<file path="src/rtl/clk_div_bank_if.sv">
// Bus between a controller and the clock divider bank: per-channel run/mode
// controls, divisor write strobes, the global resync strobe and the divided
// outputs.
//
// Handshake: div_wr and resync are single-cycle strobes that act on the clock
// edge where they are sampled high. There is no ready or back-pressure path,
// so every strobe is accepted on that edge. start and mode are level inputs.
interface clk_div_bank_if #(
    parameter int CHANNELS = 4,
    parameter int DIV_W    = 26
);
    logic [CHANNELS-1:0] start;
    logic [CHANNELS-1:0] mode;
    logic [CHANNELS-1:0] div_wr;
    logic [DIV_W-1:0]    div_data;
    logic                resync;
    logic [CHANNELS-1:0] slow_clk;
    logic [CHANNELS-1:0] tick;
    logic [CHANNELS-1:0] pending;

    modport master (
        output start, mode, div_wr, div_data, resync,
        input  slow_clk, tick, pending
    );

    modport slave (
        input  start, mode, div_wr, div_data, resync,
        output slow_clk, tick, pending
    );
endinterface

</file>
<file path="src/rtl/clk_div_bank.sv">
// Bank of independent programmable clock dividers. Each channel counts system
// clocks up to its active divisor D and produces either a 50% square wave
// (period 2*D) or a one-cycle pulse train (period D), plus a tick at every
// completed output period. New divisors go through a shadow register and
// only take effect at a full-period boundary or on resync, so an output
// period is never cut short.
module clk_div_bank #(
    parameter int CHANNELS = 4,
    parameter int DIV_W    = 26
) (
    input  logic         clk,
    input  logic         reset,
    clk_div_bank_if.slave bus
);

    logic [DIV_W-1:0]    div_q    [CHANNELS];
    logic [DIV_W-1:0]    shadow_q [CHANNELS];
    logic [DIV_W-1:0]    cnt_q    [CHANNELS];
    logic [CHANNELS-1:0] pending_q;
    logic [CHANNELS-1:0] phase_q;
    logic [CHANNELS-1:0] mode_q;
    logic [CHANNELS-1:0] slow_q;
    logic [CHANNELS-1:0] tick_q;

    logic [CHANNELS-1:0] running;
    logic [CHANNELS-1:0] wrap;
    logic [CHANNELS-1:0] boundary;

    // Run status, counter wrap and full-period boundary for every channel.
    // In toggle mode only the wrap that brings phase back to 0 closes a period.
    always_comb begin
        running  = '0;
        wrap     = '0;
        boundary = '0;
        for (int i = 0; i < CHANNELS; i++) begin
            running[i]  = bus.start[i] && (div_q[i] != '0);
            wrap[i]     = running[i] && (cnt_q[i] == div_q[i] - DIV_W'(1));
            boundary[i] = wrap[i] && (mode_q[i] || phase_q[i]);
        end
    end

    // Per-channel counter, output, divisor and mode registers.
    always_ff @(posedge clk or posedge reset) begin
        if (reset) begin
            for (int i = 0; i < CHANNELS; i++) begin
                div_q[i]    <= '0;
                shadow_q[i] <= '0;
                cnt_q[i]    <= '0;
            end
            pending_q <= '0;
            phase_q   <= '0;
            mode_q    <= '0;
            slow_q    <= '0;
            tick_q    <= '0;
        end else begin
            for (int i = 0; i < CHANNELS; i++) begin
                // Counter and output path; resync overrides normal counting.
                if (div_q[i] == '0) begin
                    cnt_q[i]   <= '0;
                    phase_q[i] <= 1'b0;
                    slow_q[i]  <= 1'b0;
                    tick_q[i]  <= 1'b0;
                end else if (!bus.start[i]) begin
                    cnt_q[i]   <= '0;
                    phase_q[i] <= 1'b0;
                    slow_q[i]  <= ~bus.mode[i];
                    tick_q[i]  <= 1'b0;
                end else if (bus.resync) begin
                    cnt_q[i]   <= '0;
                    phase_q[i] <= 1'b0;
                    slow_q[i]  <= ~mode_q[i];
                    tick_q[i]  <= 1'b0;
                end else begin
                    cnt_q[i]   <= wrap[i] ? '0 : cnt_q[i] + DIV_W'(1);
                    phase_q[i] <= phase_q[i] ^ wrap[i];
                    slow_q[i]  <= mode_q[i] ? wrap[i] : ~(phase_q[i] ^ wrap[i]);
                    tick_q[i]  <= boundary[i];
                end

                // Divisor update: a write that lands where D may change right
                // now bypasses the shadow; otherwise it waits as pending.
                if (bus.div_wr[i]) begin
                    shadow_q[i] <= bus.div_data;
                    if (!running[i] || bus.resync || boundary[i]) begin
                        div_q[i]     <= bus.div_data;
                        pending_q[i] <= 1'b0;
                    end else begin
                        pending_q[i] <= 1'b1;
                    end
                end else if (pending_q[i] && (bus.resync || boundary[i])) begin
                    div_q[i]     <= shadow_q[i];
                    pending_q[i] <= 1'b0;
                end

                // Mode is latched only while the channel is not running.
                if (!running[i]) begin
                    mode_q[i] <= bus.mode[i];
                end
            end
        end
    end

    assign bus.slow_clk = slow_q;
    assign bus.tick     = tick_q;
    assign bus.pending  = pending_q;

endmodule

</file>
<file path="src/flat_wrapper.sv">
// flat-port wrapper written by rule: the top's interface ports become plain ports
module clk_div_bank_flat 
#(
    parameter int CHANNELS = 4,
    parameter int DIV_W    = 26
)
  (clk, reset, bus_start, bus_mode, bus_div_wr, bus_div_data, bus_resync, bus_slow_clk, bus_tick, bus_pending);
  clk_div_bank_if #(.CHANNELS(CHANNELS), .DIV_W(DIV_W)) bus_i ();
  input  logic clk;
  input  logic reset;
  input wire logic [$bits(bus_i.start)-1:0] bus_start;
  input wire logic [$bits(bus_i.mode)-1:0] bus_mode;
  input wire logic [$bits(bus_i.div_wr)-1:0] bus_div_wr;
  input wire logic [$bits(bus_i.div_data)-1:0] bus_div_data;
  input wire logic [$bits(bus_i.resync)-1:0] bus_resync;
  output wire logic [$bits(bus_i.slow_clk)-1:0] bus_slow_clk;
  output wire logic [$bits(bus_i.tick)-1:0] bus_tick;
  output wire logic [$bits(bus_i.pending)-1:0] bus_pending;
  assign bus_i.start = bus_start;
  assign bus_i.mode = bus_mode;
  assign bus_i.div_wr = bus_div_wr;
  assign bus_i.div_data = bus_div_data;
  assign bus_i.resync = bus_resync;
  assign bus_slow_clk = bus_i.slow_clk;
  assign bus_tick = bus_i.tick;
  assign bus_pending = bus_i.pending;
  clk_div_bank #(.CHANNELS(CHANNELS), .DIV_W(DIV_W)) u_core (.clk(clk), .reset(reset), .bus(bus_i));
endmodule
</file>
<file path="config.mk">
export PLATFORM = sky130hd
export DESIGN_NAME = clk_div_bank_flat
export DESIGN_NICKNAME = d
export VERILOG_FILES = /design/src/rtl/clk_div_bank_if.sv /design/src/rtl/clk_div_bank.sv /design/src/flat_wrapper.sv
export SDC_FILE = /design/constraint.sdc
export NUM_CORES = 1
export LEC_CHECK = 0
export ABC_AREA = 1
export BUFFER_PORTS_ARGS = -buffer_cell sky130_fd_sc_hd__buf_2
export CAP_MARGIN = 10
export CORE_ASPECT_RATIO = 1.4
export CORE_MARGIN = 2
export CORE_UTILIZATION = 65
export CTS_BUF_LIST = sky130_fd_sc_hd__clkbuf_8
export CTS_CLUSTER_SIZE = 40
export DETAILED_ROUTE_END_ITERATION = 10
export PLACE_DENSITY = 0.89
export SYNTH_ARGS = -nofsm -noshare
export SYNTH_HDL_FRONTEND = slang
export SYNTH_SLANG_ARGS = --single-unit
</file>
<file path="constraint.sdc">
create_clock -name clk -period 12.2 [get_ports clk]
set_input_delay 0.61 -clock clk [delete_from_list [all_inputs] [get_ports clk]]
set_output_delay 0.61 -clock clk [all_outputs]
set_load 0.05 [all_outputs]
</file>
==> run metrics <==
status finished with violations; failing checks DRC; Max IR drop VDD 0.0965 mV; first-pass GRT wire length 78.2 mm; DRT antenna net count 0; CTS Buffer Depth 3; n_diodes 0; final core utilization 0.713; die span in x 148 µm; Clk network pwr share 0.352; Vias per Instance 5.47; Finished Cell Area 0.0203 mm²; antenna violations before repair 0; switching component of the power 0.000882 W; Total GRT Usage 0.317; Synth Flop Type dfrtp_1; setup TNS 0 ps; num ports 53; final net count approximately 2700; crit path buf inv count 2; crit path time final 3350 ps; largest net degree at the start of global routing 177; routability cong. 0.966; P&R area growth vs syn 7.75%; Cell Area, Synth between 0.015 and 0.02 mm²; vias in the first global route between 15000 and 20000; Sw Ratio 0.320; Root Buffer clkbuf_8; Sink Count 332; sequential area share after synthesis 0.441; Yosys reg bits 332; syn_nets about 2700; Pleak 10.4 nW; Syn Inst Count 2653; commonest non-fill, non-tap cells in the layout 1026 x nand2_1, 346 x nor2_1, 332 x dfrtp_1; clk_skew 15.9 ps; Logic pwr share 0.185; post-CTS sizing 0; CP delay by family, top simple AND/OR/NAND/NOR gates; Starting Density 0.661; Congestion Overflow GR 0; Post-Place Setup Slack 8920 ps; CP max-delay cell nor2_1; Die Ht 205 µm; IO Port Bufs 52; Starting DRT DRC Count 1236; via count 17000; Core Region 0.0285 mm²; most frequent CP cell nand2_1; Flop pwr share 0.463; data required time of the worst path 12740 ps; CTS buffer count a little under 50; Final WS setup 8850 ps; clock insertion delay at the later pin of the skew report 610 ps; router iterations before antenna repair 11; syn avg cell area 7.10 µm²; Power Dens Cells 136 mW/mm²; CTS tree yes; Worst Path Max Fanout 28; Design Power 0.00275 W; most common cell after layout, fill and taps aside nand2_1; EDFF count, synth 0; row count 73; H-tree levels 2; RSZ-0062 raised after global routing false; Slew Viols, Final 0; WL final 46.8 mm; Crit Path Class register to register; min-delay worst type primary input to register; Slowest Stage Delay on Critical Path 580 ps; final setup violation count 0; Yosys cell types 42; crit path cell chain inv_1 > ha_1 > nand3_2 > nor2_1 > nand4_1 > nand2_1 > nand2_1 > nand2_1 > inv_1 > nand2_1 > nor2_2 > nand3_2 > nand3_2 > nand2_4 > nand2_1 > nand2_1; clk slew on worst S/H paths 70 ps; worst slew pin tran 1060 ps; share of cells above drive strength 1 0.0696; Final period util 0.274; DRC 2; CP arrival 3890 ps; Worst setup SP type register; ys async rst share 1.00; Max Cap Viol 0; CP Capture Type register; placed standard-cell area 0.0193 mm²; Final Hold Fails 0; relative slew slack 0.293; DR WL/cell 15.1 µm; DIE AREA 0.0304 mm²; internal cell power 0.00187 W; Hold Buf Count CTS 0; warnings from Yosys 0; fmax 299 MHz; Setup Buffers After CTS 0; detailed placement HPWL 34.0 mm
[final timing paths]
path / startpoint / endpoint / slack, ps / depth (start not counted)
min reg2reg: u_core.shadow_q[6] / u_core.shadow_q[6] / 470 / 2
max in group asynchronous: reset / u_core.cnt_q[51] / 10430 / 3
min in group asynchronous: reset / u_core.shadow_q[78] / 260 / 2
max: u_core.div_q[52] / u_core.div_q[74] / 8850 / 16
max reg2reg: u_core.div_q[52] / u_core.div_q[74] / 8850 / 16
min: bus_start[3] / u_core.bus.slow_clk[3] / 210 / 2
[per-stage QoR]
stage,cells,hold slack (ps)
after floorplan,2653,421
after detailed placement,3020,454
after CTS,3106,180
final,3106,210
after global placement,3020,436
after global routing,3106,195
[sequential cells by signal, indices dropped and copies added (netlist names)]
name,flops
u_core.div_q,104
u_core.phase_q,4
u_core.shadow_q,104
u_core.mode_q,4
u_core.bus.tick,4
u_core.bus.slow_clk,4
u_core.cnt_q,104
u_core.bus.pending,4
[final cells by class]
class / instances / area, µm²
multi-input combinational: 2009 / 9240
timing repair buffer: 54 / 288
fill: 2375 / 8190
sequential: 332 / 8310
clock inverter: 20 / 148
tap: 375 / 469
inverter: 250 / 946
clock buffer: 66 / 908
[worst register-to-register path, delay by kind of cell, from the launching register on]
| kind | cells | cell delay (ps) |
|---|---|---|
| fa+ha+maj | 1 | 200 |
| simple gates | 13 | 2560 |
| buf+inv | 2 | 120 |
| flops | 1 | 420 |
[per-layer routing]
| layer | global-route usage | wire length (µm) | vias up |
|---|---|---|---|
| li1 | - | - | 8397 |
| met1 | 0.373 | 18200 | 7916 |
| met2 | 0.551 | 23100 | 511 |
| met3 | 0.0439 | 2480 | 176 |
| met4 | 0.189 | 2960 | 0 |
| met5 | 0 | 0 | - |
[cell usage after synthesis (9+ instances only)]
master       n  area, µm²
a21oi_1     30        150
buf_2       12       60.1
buf_4       12       90.1
buf_6        9        101
clkbuf_1    28        105
dfrtp_1    332       8310
inv_1      242        908
nand2_1   1026       3850
nand2_4      9        101
nand3_1    211       1060
nand3b_1    25        188
nand4_1     45        282
nor2_1     346       1300
nor2_2      14       87.6
nor3_1      59        295
nor3b_1     12       90.1
o21ai_0     40        200
xnor2_1     50        438
xor2_1      66        578
[power groups by stage]
| stage | Combinational [W] | Sequential (W) | Clock (W) |
|---|---|---|---|
| after floorplan | 0.000393 | 0.00127 | 0 |
| after global placement | 0.000485 | 0.00129 | 0 |
| after detailed placement | 0.000503 | 0.00129 | 0 |
| after CTS | 0.000508 | 0.00127 | 0.000981 |
| after global routing | 0.000584 | 0.00128 | 0.00102 |
| final | 0.000510 | 0.00127 | 0.000969 |
[kinds of logic after synthesis]
family / after synthesis / synth area share
and+or+nand+nor: 1790 / 0.403
AOI/OAI and AO/OA: 95 / 0.0278
buffers and inverters: 312 / 0.0689
adders and majority gates: 8 / 0.00531
xor gates and xnor gates: 116 / 0.0539
DFF: 332 / 0.441
Note: power is estimated with default switching activity, not from simulation.
